--- src/rtl/lfsr_multi.sv ---
// lfsr_multi: NUM_CH Fibonacci LFSRs sharing taps/mode/stop code, run-controlled by a small FSM.
// Optional lock-up detection and recovery (o_lockup) is built when LFSR_LOCKUP_DET_EN is defined.
module lfsr_multi #(
    parameter int NUM_BITS = 32,
    parameter int NUM_CH   = 4,
    parameter int XNOR_FB  = 1,
    parameter int CNT_W    = 32
) (
    input  logic                       i_clk,
    input  logic                       i_rst,
    input  logic                       i_load,
    input  logic [NUM_CH*NUM_BITS-1:0] i_seed,
    input  logic [NUM_BITS-1:0]        i_taps,
    input  logic [NUM_BITS-1:0]        i_stop_code,
    input  logic [CNT_W-1:0]           i_max_steps,
    input  logic                       i_start,
    input  logic                       i_stall,
    input  logic                       i_abort,
    output logic                       o_busy,
    output logic                       o_vld,
    output logic [NUM_CH*NUM_BITS-1:0] o_data,
    output logic [NUM_CH-1:0]          o_match,
    output logic [CNT_W-1:0]           o_step_cnt,
    output logic                       o_done
`ifdef LFSR_LOCKUP_DET_EN
    ,output logic [NUM_CH-1:0]         o_lockup
`endif
);
    typedef enum logic [1:0] {IDLE, RUN, DONE} fsm_t;
    fsm_t fsm, fsm_nxt;
    logic [NUM_CH*NUM_BITS-1:0] adv_data;
    logic [NUM_CH-1:0] hit, match_nxt;
    logic [CNT_W-1:0] cnt_nxt;
    logic adv, term;
`ifdef LFSR_LOCKUP_DET_EN
    localparam logic [NUM_BITS-1:0] LOCK  = (XNOR_FB != 0) ? '1 : '0;
    localparam logic [NUM_BITS-1:0] RECOV = (XNOR_FB != 0) ? {1'b0, {(NUM_BITS-1){1'b1}}} : {1'b1, {(NUM_BITS-1){1'b0}}};
    logic [NUM_CH-1:0] lock_hit;
`endif

    for (genvar c = 0; c < NUM_CH; c++) begin : g_ch
        logic [NUM_BITS-1:0] cur, nxt;
        assign cur = o_data[c*NUM_BITS +: NUM_BITS];
`ifdef LFSR_LOCKUP_DET_EN
        // A channel flagged as stuck is kicked out of the lock-up state instead of shifting
        assign nxt = (o_lockup[c] && cur == LOCK) ? RECOV : {cur[NUM_BITS-2:0], ^(cur & i_taps) ^ (XNOR_FB != 0)};
        assign lock_hit[c] = nxt == LOCK;
`else
        assign nxt = {cur[NUM_BITS-2:0], ^(cur & i_taps) ^ (XNOR_FB != 0)};
`endif
        assign adv_data[c*NUM_BITS +: NUM_BITS] = nxt;
        assign hit[c] = nxt == i_stop_code;
    end

    assign adv       = fsm == RUN && !i_stall && !i_abort;
    assign cnt_nxt   = o_step_cnt + CNT_W'(1);
    assign match_nxt = o_match | hit;
    assign term      = (cnt_nxt == i_max_steps && i_max_steps != '0) || &match_nxt;
    assign o_busy    = fsm == RUN;
    assign o_done    = fsm == DONE;

    always_comb begin
        fsm_nxt = IDLE;
        if (fsm == IDLE)
            fsm_nxt = i_start ? RUN : IDLE;
        else if (fsm == RUN)
            fsm_nxt = i_abort ? IDLE : (adv && term) ? DONE : RUN;
    end

    always_ff @(posedge i_clk or posedge i_rst) begin
        if (i_rst) begin
            fsm        <= IDLE;
            o_data     <= '0;
            o_match    <= '0;
            o_step_cnt <= '0;
            o_vld      <= 1'b0;
`ifdef LFSR_LOCKUP_DET_EN
            o_lockup   <= '0;
`endif
        end else begin
            fsm   <= fsm_nxt;
            o_vld <= adv;
            if (fsm == IDLE) begin
                if (i_load)
                    o_data <= i_seed;
                if (i_start) begin
                    o_match    <= '0;
                    o_step_cnt <= '0;
`ifdef LFSR_LOCKUP_DET_EN
                    o_lockup   <= '0;
`endif
                end
            end else if (adv) begin
                o_data     <= adv_data;
                o_match    <= match_nxt;
                o_step_cnt <= cnt_nxt;
`ifdef LFSR_LOCKUP_DET_EN
                o_lockup   <= o_lockup | lock_hit;
`endif
            end
        end
    end
endmodule

--- config.mk ---
export PLATFORM = sky130hd
export DESIGN_NAME = lfsr_multi
export DESIGN_NICKNAME = d
export VERILOG_FILES = /design/src/rtl/lfsr_multi.sv
export SDC_FILE = /design/constraint.sdc
export NUM_CORES = 1
export LEC_CHECK = 0
export CAP_MARGIN = 20
export CELL_PAD_IN_SITES_DETAIL_PLACEMENT = 1
export CELL_PAD_IN_SITES_GLOBAL_PLACEMENT = 1
export CORE_MARGIN = 5
export CORE_UTILIZATION = 30
export DETAILED_ROUTE_END_ITERATION = 12
export PLACE_DENSITY = 0.75
export SLEW_MARGIN = 0
export SYNTH_ARGS = -nofsm -noshare
export SYNTH_HDL_FRONTEND = slang
export SYNTH_SLANG_ARGS = --single-unit
--- constraint.sdc ---
create_clock -name i_clk -period 8.2 [get_ports i_clk]
set_clock_uncertainty 0.05 [all_clocks]
set_input_delay 2.05 -clock i_clk [delete_from_list [all_inputs] [get_ports i_clk]]
set_output_delay 2.05 -clock i_clk [all_outputs]
set_load 0.05 [all_outputs]
==> results of run 1 <==
[cell families after synthesis]
family	after synthesis	share of synthesized area, %
mux	125	10.6
xor+xnor	300	22.8
fa+ha+maj	1	0.106
flops	167	35.5
buf+inv	77	2.65
compound gates	242	11.3
simple gates	438	17.0
[area by class of cell]
class,count,share of cell area [%]
flip-flops and latches,167,24.9
diodes,2,0.0298
inverters,7,0.186
well taps,518,3.86
multi-input cells,1106,43.5
clock buffers,22,2.89
repair buffers,405,24.2
clock inverters,9,0.403
[layer usage]
| layer | share of wire, % | vias to the layer above | track usage [%] |
|---|---|---|---|
| met5 | 0 | - | 0 |
| met4 | 3.5 | 0 | 9.60 |
| met3 | 6.9 | 107 | 6.55 |
| met2 | 48 | 477 | 44.0 |
| met1 | 42 | 6063 | 34.3 |
| li1 | - | 5330 | - |
[worst paths after layout]
path,start,endpoint,cells after the start
min in group asynchronous,i_rst,o_data[110],2
worst min register to register,o_step_cnt[31],o_step_cnt[31],1
worst max-delay path,i_taps[6],fsm[0],12
max in group asynchronous,i_rst,o_data[47],3
worst min-delay path,o_step_cnt[31],o_step_cnt[31],1
worst max register to register,o_step_cnt[0],fsm[0],12
[worst max-delay path: stages]
cell and delay (ns):
clkdlybuf4s50_1 0.78, nand2_1 0.17, xor2_1 0.18, xnor2_1 0.20, xnor2_1 0.12, xnor2_1 0.42
xnor3_1 0.31, a21oi_1 0.09, nor4_1 0.40, a21oi_1 0.11, o21ai_1 0.14, a21oi_1 0.08
[state kept, by name, summed over array words and instances (netlist names)]
name and count:
o_data 128, o_match 4, fsm 2, o_step_cnt 32
o_vld 1
[per-stage QoR]
stage / hold slack [ns] / total power, mW / cells / setup slack, ns / utilization [%]
6_report: 0.482 / 5.34 / 2236 / 3.41 / 43.3
5_1_grt: 0.516 / 5.59 / 2236 / 3.24 / 43.3
4_1_cts: 0.489 / 5.37 / 2233 / 3.41 / 43.3
3_5_place_dp: 0.462 / 4.56 / 2202 / 2.97 / 41.8
3_3_place_gp: 0.448 / 4.51 / 2202 / 2.95 / 41.8
2_1_floorplan: 0.377 / 3.38 / 1350 / 1.58 / -
[cells in the final DEF, fill, tap and decap left out, types with 4 or more instances in the layout]
master / Yosys / layout
buf_4: 3 / 6
and4_1: 4 / 4
nand3_1: 20 / 20
clkdlybuf4s50_1: 0 / 396
nor2_1: 38 / 37
or3_1: 4 / 4
o31ai_1: 18 / 18
clkbuf_16: 0 / 17
xor2_1: 132 / 132
a31oi_1: 4 / 4
xnor2_1: 164 / 164
nand2_1: 282 / 282
inv_1: 7 / 6
xnor3_1: 4 / 4
nand4_1: 25 / 25
dfrtp_1: 167 / 167
o21ai_0: 175 / 175
clkbuf_8: 0 / 4
and3_1: 7 / 7
nor4_1: 35 / 35
a21oi_1: 26 / 24
mux2i_1: 125 / 125
[where the power goes]
group / internal [mW] / total [mW] / switching (mW)
sequential: 1.03 / 1.57 / 0.541
combinational: 1.22 / 2.98 / 1.75
clock: 0.420 / 0.790 / 0.370
==> key figures, run 1 <==
Routing
  • DRT iter0 DRCs: 897
  • Drc violations: 0
  • Total number of vias: 12000
  • Final ANT Viol Nets: 0
  • Routed WL: 59.7 mm
  • Wire length per cell: 26.7 um
  • Vias/cell: 5.36
  • Router iterations before antenna repair: 5

Synth
  • Synth unique cells: 51
  • Synth area leader: dfrtp_1
  • EDFF count, synth: 0
  • Area of the mapped netlist: 11800 um^2
  • Synth async-reset ratio: 100%
  • Post-Syn Nets: 1581
  • Most common cell in the netlist: nand2_1
  • Top cells by count, synth: 282 x nand2_1, 175 x o21ai_0, 167 x dfrtp_1
  • Seq/Total Area, Yosys: 35.5%
  • Number of synthesized register bits: 167
  • Synth Instances: 1350
  • Synth warnings: 0
  • Syn avg cell area: 8.71 um^2
  • Share of the synthesized area in the top cell type: 35.5%
  • Main synth FF type: dfrtp_1
  • Dominant cells by area after synthesis: dfrtp_1 36%, xnor2_1 12%, mux2i_1 11%

Finish
  • Layout cells sized above 1: 3.26%
  • Layout Nets: 1935
  • Post-route cell area: 16800 um^2
  • Reg area: 4180 um^2
  • Filler instances: 4506
  • Footprint of the multi-input gates: 7300 um^2
  • P&R area growth vs syn: 42.6%

Clock tree
  • Hold_buf cts: 0
  • CTS tree: built
  • Worst-path clk slew: 0.07 ns
  • CTS buffer count: 17
  • CTS Root Cell: clkbuf_16
  • Post-cts gate resize count: 0
  • Setup bufs post-CTS: 0
  • Sink Count: 167
  • H-Tree Depth: 4
  • Clock Path Buffers: 2
  • Skew-Pair Late Insertion Delay: 0.45 ns

Status
  • Status: complete, no violations

STA
  • Period utilisation layout: 58.4%
  • Setup-failing EPs final: 0
  • Final Hold Fails: 0
  • Final critical-path required period: 4.79 ns
  • Pins Over Slew Limit: 0
  • Peak Freq: 209 MHz
  • Worst-Margin Slew: 1.10 ns
  • RSZ-0062 raised after global routing: no
  • Final TNS setup: 0 ns
  • Worst rel slew slack: 26.4%

Global routing
  • Grt ovf: 0
  • First-pass GRT wire length: 86.8 mm
  • Largest net degree at the start of global routing: 111
  • Vias in the first global route: 12700
  • Initial antenna violation count: 2
  • GR Util All Layers: 26.7%

Die
  • Die Span X: 208 um
  • Full die area: 43300 um^2
  • Starting density of the core: 30.4%
  • Ports: 397
  • Core Region: 38700 um^2
  • Die Y: 208 um
  • FP Rows: 72

Power and ir drop
  • Power density over the cells: 318 nW/um^2
  • Max VDD drop: 0.000177 V
  • P_leak: 6.85 nW

Worst setup path
  • Worst Setup Path Type: in2reg
  • Reg2reg setup slack: 4.55 ns
  • Worst setup EP type: register
  • Crit path launch type: input pin
  • CP max FO: 4
  • Critical Path AT: 5.07 ns
  • Req. time, crit path: 8.48 ns

Hold path
  • Worst min path class: reg2reg

Placement
  • # port buffers: 396
  • HPWL after detailed placement: 46.5 mm
  • GPL Wtd Cong: 1.04
  • Placed Area: 16200 um^2

Flow run
  • Max-cap violation count: 0
Note: power is estimated with default switching activity, not from simulation.
==> run 2: changes to the inputs <==
==> constraint.sdc (replaced) <==
create_clock -name i_clk -period 4.8 [get_ports i_clk]
set_clock_uncertainty 0.05 [all_clocks]
set_input_delay 1.2 -clock i_clk [delete_from_list [all_inputs] [get_ports i_clk]]
set_output_delay 1.2 -clock i_clk [all_outputs]
set_load 0.05 [all_outputs]
==> key figures, run 2 (synthesized netlist as in run 1, its figures left out) <==
Status
  • Status: complete, no violations

Finish
  • Filler instances: 4548 (+0.93%)
  • Layout Nets: 1940 (+0.26%)
  • Top flop regs: o_data x128, o_step_cnt x32, o_match x4
  • Most frequent cells in the layout: 396 x clkdlybuf4s50_1, 282 x nand2_1, 175 x o21ai_0
  • Footprint of the multi-input gates: 7300 um^2 (unchanged)
  • Final core occ: 43.7% (+0.36 points)
  • Max reg flops: 128 (unchanged)
  • Reg area: 4180 um^2 (unchanged)
  • Leading cell type in the layout, fill and taps excluded: clkdlybuf4s50_1
  • Top reg by flops: o_data
  • P&R area growth vs syn: 43.8%
  • Layout cells sized above 1: 3.66% (+0.40 points)

Global routing
  • Vias in the first global route: 12600 (-0.50%)
  • First-pass GRT wire length: 87.1 mm (+0.32%)
  • Grt ovf: 0 (unchanged)
  • GR Util All Layers: 26.6% (-0.11 points)
  • Largest net degree at the start of global routing: 257 (+130%)
  • Initial antenna violation count: 1 (-1)

STA
  • Peak Freq: 256 MHz
  • Worst-Margin Slew: 1.16 ns (+0.0590 ns)
  • Setup WS post-layout: 0.894 ns (-2.52 ns)
  • Worst hold margin: 0.474 ns (-0.00803 ns)
  • RSZ-0062 raised after global routing: no
  • Setup-failing EPs final: 0 (unchanged)
  • Pins Over Slew Limit: 0 (unchanged)
  • Final critical-path required period: 3.91 ns
  • Final Hold Fails: 0 (unchanged)
  • Period utilisation layout: 81.4%
  • Worst rel slew slack: 22.6% (-3.8 points)
  • Final TNS setup: 0 ns (unchanged)

Die
  • Die Span X: 208 um (unchanged)
  • Starting density of the core: 30.4% (unchanged)
  • Ports: 397 (unchanged)
  • Full die area: 43300 um^2 (unchanged)
  • FP Rows: 72 (unchanged)
  • Core Region: 38700 um^2 (unchanged)
  • Die Y: 208 um (unchanged)

Worst setup path
  • CP max-delay cell: clkdlybuf4s50_1
  • Largest stage delay, worst path: 0.70 ns (-0.08 ns)
  • Reg2reg start: o_step_cnt[0]
  • Crit path launch type: input pin
  • Worst Setup Path Type: in2reg
  • Req. time, crit path: 5.09 ns (-3.39 ns)
  • Crit. Startpoint: i_stop_code[14]
  • Critical Path AT: 4.19 ns (-0.88 ns)
  • CP max FO: 4 (unchanged)
  • Reg2reg setup slack: 1.43 ns (-3.12 ns)
  • Worst setup EP type: register
  • Critical-path cell list: clkdlybuf4s50_1, xor2_1, nor4_1, nand4_1, nor4_1, buf_4, a21oi_1, nor4_1, a21oi_1, o21ai_1, a21oi_1

Clock tree
  • Sink Count: 167 (unchanged)
  • Setup bufs post-CTS: 0 (unchanged)
  • CTS buffer count: 17 (unchanged)
  • Post-cts gate resize count: 0 (unchanged)
  • CTS tree: built
  • H-Tree Depth: 4 (unchanged)
  • Hold_buf cts: 0 (unchanged)
  • Worst-path clk slew: 0.07 ns (about the same)
  • Clock Path Buffers: 2 (unchanged)
  • Skew-Pair Late Insertion Delay: 0.45 ns (about the same)
  • CTS Root Cell: clkbuf_16

Power and ir drop
  • Max VDD drop: 0.000337 V (+90%)
  • Power density over the cells: 552 nW/um^2 (+74%)
  • Total power: 9.35 mW (+75%)
  • P_leak: 6.92 nW (+1.1%)

Routing
  • Wire length per cell: 26.6 um (-0.42%)
  • DRT iter0 DRCs: 1000 (+11%)
  • Vias/cell: 5.37 (+0.24%)
  • Total number of vias: 12000 (+0.46%)
  • Routed WL: 59.6 mm (-0.20%)
  • Drc violations: 0 (unchanged)
  • Final ANT Viol Nets: 0 (unchanged)
  • Router iterations before antenna repair: 5 (unchanged)

Placement
  • GPL Wtd Cong: 1.11 (+6.6%)
  • Setup slack at placement: 0.473 ns (-2.50 ns)
  • HPWL after detailed placement: 46.9 mm (+0.86%)
  • # port buffers: 396 (unchanged)

Hold path
  • Worst min path class: reg2reg
  • Hold path startpoint: fsm[1]

Flow run
  • Max-cap violation count: 0 (unchanged)
## run 2: cell types whose count changed in the layout (fill, tap and decap cells not counted)
cell / before / now
clkbuf_1: 1 / 0
inv_6: 3 / 2
buf_4: 6 / 10
clkbuf_8: 4 / 2
clkinvlp_4: 3 / 2
inv_8: 0 / 1
clkinv_4: 2 / 3
buf_12: 3 / 4
bufinv_16: 0 / 4
diode_2: 2 / 1
## run 2: layout make-up
| cell class | instances | area share, % |
|---|---|---|
| Antenna cell | 1 | 0.0148 |
| Clock buffer | 19 | 2.68 |
| Clock inverter | 13 | 1.14 |
| Inverter | 7 | 0.177 |
| Multi-Input combinational cell | 1106 | 43.1 |
| Sequential cell | 167 | 24.7 |
| Tap cell | 518 | 3.83 |
| Timing Repair Buffer | 410 | 24.3 |
## run 2: metal layers
metal | global-route usage (%) | share of wire (%)
met3 | 4.56 | 6.1
met5 | 0 | 0
met2 | 44.8 | 48
met4 | 8.90 | 3.2
met1 | 34.9 | 43
## run 2: worst max-delay path, delay by kind of cell
family	cells	cell delay [ns]
XOR/XNOR	1	0.26
buffers and inverters	2	0.92
AND/OR/NAND/NOR	4	1.39
AO/OA/AOI/OAI	4	0.42
## run 2: metrics by stage
stage / std cells / instance area (um^2)
6_report: 2241 / 16900
5_1_grt: 2240 / 16900
4_1_cts: 2240 / 16900
3_5_place_dp: 2208 / 16300
3_3_place_gp: 2208 / 16300
2_1_floorplan: 1350 / 11800
## run 2: worst paths after layout
kind | to | cells after the start
min in group asynchronous | o_data[108] | 2
max in group asynchronous | o_data[55] | 3
max | fsm[0] | 11
min | fsm[0] | 1
min reg2reg | fsm[0] | 1
max reg2reg | fsm[0] | 13
## run 2: where the power goes
part	switching, mW	internal, mW	total [mW]
clock network	0.650	0.907	1.56
logic	2.99	2.09	5.07
registers	0.957	1.76	2.72
total	4.59	4.75	9.35
==> run 3: changes to the inputs <==
--- a/config.mk
+++ b/config.mk
@@ -11,7 +11,7 @@
 export CORE_MARGIN = 5
 export CORE_UTILIZATION = 30
 export DETAILED_ROUTE_END_ITERATION = 12
-export PLACE_DENSITY = 0.75
+export PLACE_DENSITY = 0.78
 export SLEW_MARGIN = 0
 export SYNTH_ARGS = -nofsm -noshare
 export SYNTH_HDL_FRONTEND = slang
==> constraint.sdc (replaced) <==
create_clock -name i_clk -period 3.1 [get_ports i_clk]
set_clock_uncertainty 0.05 [all_clocks]
set_input_delay 0.775 -clock i_clk [delete_from_list [all_inputs] [get_ports i_clk]]
set_output_delay 0.775 -clock i_clk [all_outputs]
set_load 0.05 [all_outputs]
==> key figures, run 3 (synthesized netlist as in run 1, its figures left out) <==
Power and ir drop
  • Comb pwr share: 59.7% (+5.4 points)
  • P_leak: 8.34 nW (+20%)
  • Clk pwr share: 15.1% (-1.6 points)
  • Sw frac: 47.4% (-1.8 points)
  • Net Sw Power: 7.38 mW (+61%)
  • Pint: 8.21 mW (+73%)
  • Power density over the cells: 820 nW/um^2 (+49%)
  • Max VDD drop: 0.000538 V (+60%)
  • Sequential Power Share: 25.2% (-3.9 points)
  • Total power: 15.6 mW (+67%)

Finish
  • P&R area growth vs syn: 61.5%
  • Leading cell type in the layout, fill and taps excluded: clkdlybuf4s50_1
  • Most frequent cells in the layout: 361 x clkdlybuf4s50_1, 282 x nand2_1, 210 x buf_4
  • Post-route cell area: 19000 um^2 (+12%)
  • Layout Nets: 2155 (+11%)
  • Final core occ: 49.1% (+5.4 points)
  • Max reg flops: 128 (unchanged)
  • Filler instances: 4492 (-1.2%)
  • Top flop regs: o_data x128, o_step_cnt x32, o_match x4
  • Layout cells sized above 1: 16.7% (+13 points)
  • Finished Layout Cells: 2459 (+9.7%)
  • Top reg by flops: o_data

Worst setup path
  • Worst Setup Path Type: in2reg
  • Buffer and inverter count on the worst path: 3 (+1)
  • Req. time, crit path: 3.39 ns (-1.70 ns)
  • Critical Path AT: 3.34 ns (-0.85 ns)
  • Worst path top cell family by delay: simple AND/OR/NAND/NOR gates
  • Largest stage delay, worst path: 0.62 ns (-0.08 ns)
  • Critical-path cell list: clkdlybuf4s50_1, buf_4, xor2_1, nor4_1, nand4_1, nor4_2, buf_4, a21oi_2, nor4_4, a21oi_2, o21ai_1, a21oi_1
  • CP max-delay cell: clkdlybuf4s50_1
  • Worst setup EP type: register
  • CP max FO: 4 (unchanged)
  • Crit path launch type: input pin

Die
  • Starting density of the core: 30.4% (unchanged)
  • FP Rows: 72 (unchanged)
  • Core Region: 38700 um^2 (unchanged)
  • Ports: 397 (unchanged)
  • Die Span X: 208 um (unchanged)
  • Die Y: 208 um (unchanged)
  • Full die area: 43300 um^2 (unchanged)

Routing
  • Drc violations: 0 (unchanged)
  • Routed WL: 61.9 mm (+4.0%)
  • Wire length per cell: 25.2 um (-5.3%)
  • Final ANT Viol Nets: 0 (unchanged)
  • Router iterations before antenna repair: 5 (unchanged)
  • Total number of vias: 12800 (+6.5%)
  • Vias/cell: 5.21 (-3.0%)
  • DRT iter0 DRCs: 892 (-11%)

Global routing
  • Grt ovf: 0 (unchanged)
  • GR Util All Layers: 27.4% (+0.78 points)
  • Vias in the first global route: 13600 (+7.9%)
  • First-pass GRT wire length: 90.1 mm (+3.5%)
  • Initial antenna violation count: 6 (+5)
  • Largest net degree at the start of global routing: 96 (-63%)

Hold path
  • Worst min path class: reg2reg

Placement
  • GPL Wtd Cong: 1.03 (-7.1%)
  • HPWL after detailed placement: 49.7 mm (+6.1%)
  • Placed Area: 17900 um^2 (+10%)
  • Placed insts: 2412 (+9.2%)
  • # port buffers: 396 (unchanged)

Flow run
  • Max-cap violation count: 0 (unchanged)

STA
  • Worst-Margin Slew: 0.954 ns (-0.207 ns)
  • Setup-failing EPs final: 0 (unchanged)
  • Period utilisation layout: 98.6%
  • Final Hold Fails: 0 (unchanged)
  • Worst rel slew slack: 36.4% (+14 points)
  • Pins Over Slew Limit: 0 (unchanged)
  • Peak Freq: 327 MHz
  • Worst hold margin: 0.470 ns (-0.00358 ns)
  • Final critical-path required period: 3.06 ns

Clock tree
  • Sink Count: 167 (unchanged)
  • Clock Path Buffers: 2 (unchanged)
  • CTS buffer count: 17 (unchanged)
  • CTS Root Cell: clkbuf_16
  • Hold_buf cts: 0 (unchanged)
  • Skew-Pair Late Insertion Delay: 0.46 ns (about the same)
  • H-Tree Depth: 4 (unchanged)
  • CTS tree: built
  • Worst-path clk slew: 0.06 ns (about the same)

Status
  • Status: complete, no violations
run 3: stage by stage:
step | setup TNS [ns] | setup WS (ns)
3_3_place_gp | -3.75 | -0.939
4_1_cts | 0 | 0.00311
5_1_grt | -0.0125 | -0.0125
2_1_floorplan | -0.0258 | -0.0258
3_5_place_dp | -3.83 | -0.910
6_report | 0 | 0.0421
run 3: final timing paths:
kind,startpoint,to,slack (ns),cells after the start
worst max-delay path,i_stop_code[5],fsm[0],0.04,12
worst min-delay path,fsm[1],fsm[0],0.47,1
worst max register to register,o_step_cnt[3],fsm[0],0.16,13
worst min register to register,fsm[1],fsm[0],0.47,1
max in group asynchronous,i_rst,o_step_cnt[7],1.51,3
min in group asynchronous,i_rst,o_data[107],0.62,2
run 3: cell type report:
type | instances | area, um^2 | share of cell area, %
Antenna cell | 4 | 10.0 | 0.0527
Clock buffer | 17 | 425 | 2.24
Clock inverter | 15 | 201 | 1.06
Inverter | 7 | 30.0 | 0.158
Multi-Input combinational cell | 1106 | 7570 | 39.8
Sequential cell | 167 | 4190 | 22.0
Tap cell | 518 | 648 | 3.41
Timing Repair Buffer | 625 | 5930 | 31.2
run 3: what timing repair did:
item | CTS | global route
buffers inserted | 1 | 9
resized for setup | 25 | 66
setup endpoints to repair | 3 | 2
pin swaps | 10 | 40
run 3: power by group through the flow:
stage               clock (mW)  combinational, mW  sequential, mW
global route              2.50               9.84            4.00
CTS                       2.39               9.07            3.92
detailed placement           0               8.87            3.95
floorplan                    0               3.52            5.42
global placement             0               8.73            3.93
finish                    2.35               9.31            3.93
run 3: layer usage:
| metal | share of wire [%] | wire length, um | up-vias | global-route usage (%) |
|---|---|---|---|---|
| li1 | - | - | 5770 | - |
| met1 | 41 | 25500 | 6384 | 35.2 |
| met2 | 49 | 30500 | 543 | 46.8 |
| met3 | 6.6 | 4110 | 110 | 5.42 |
| met4 | 2.9 | 1820 | 2 | 8.34 |
| met5 | 0.021 | 13 | - | 0 |
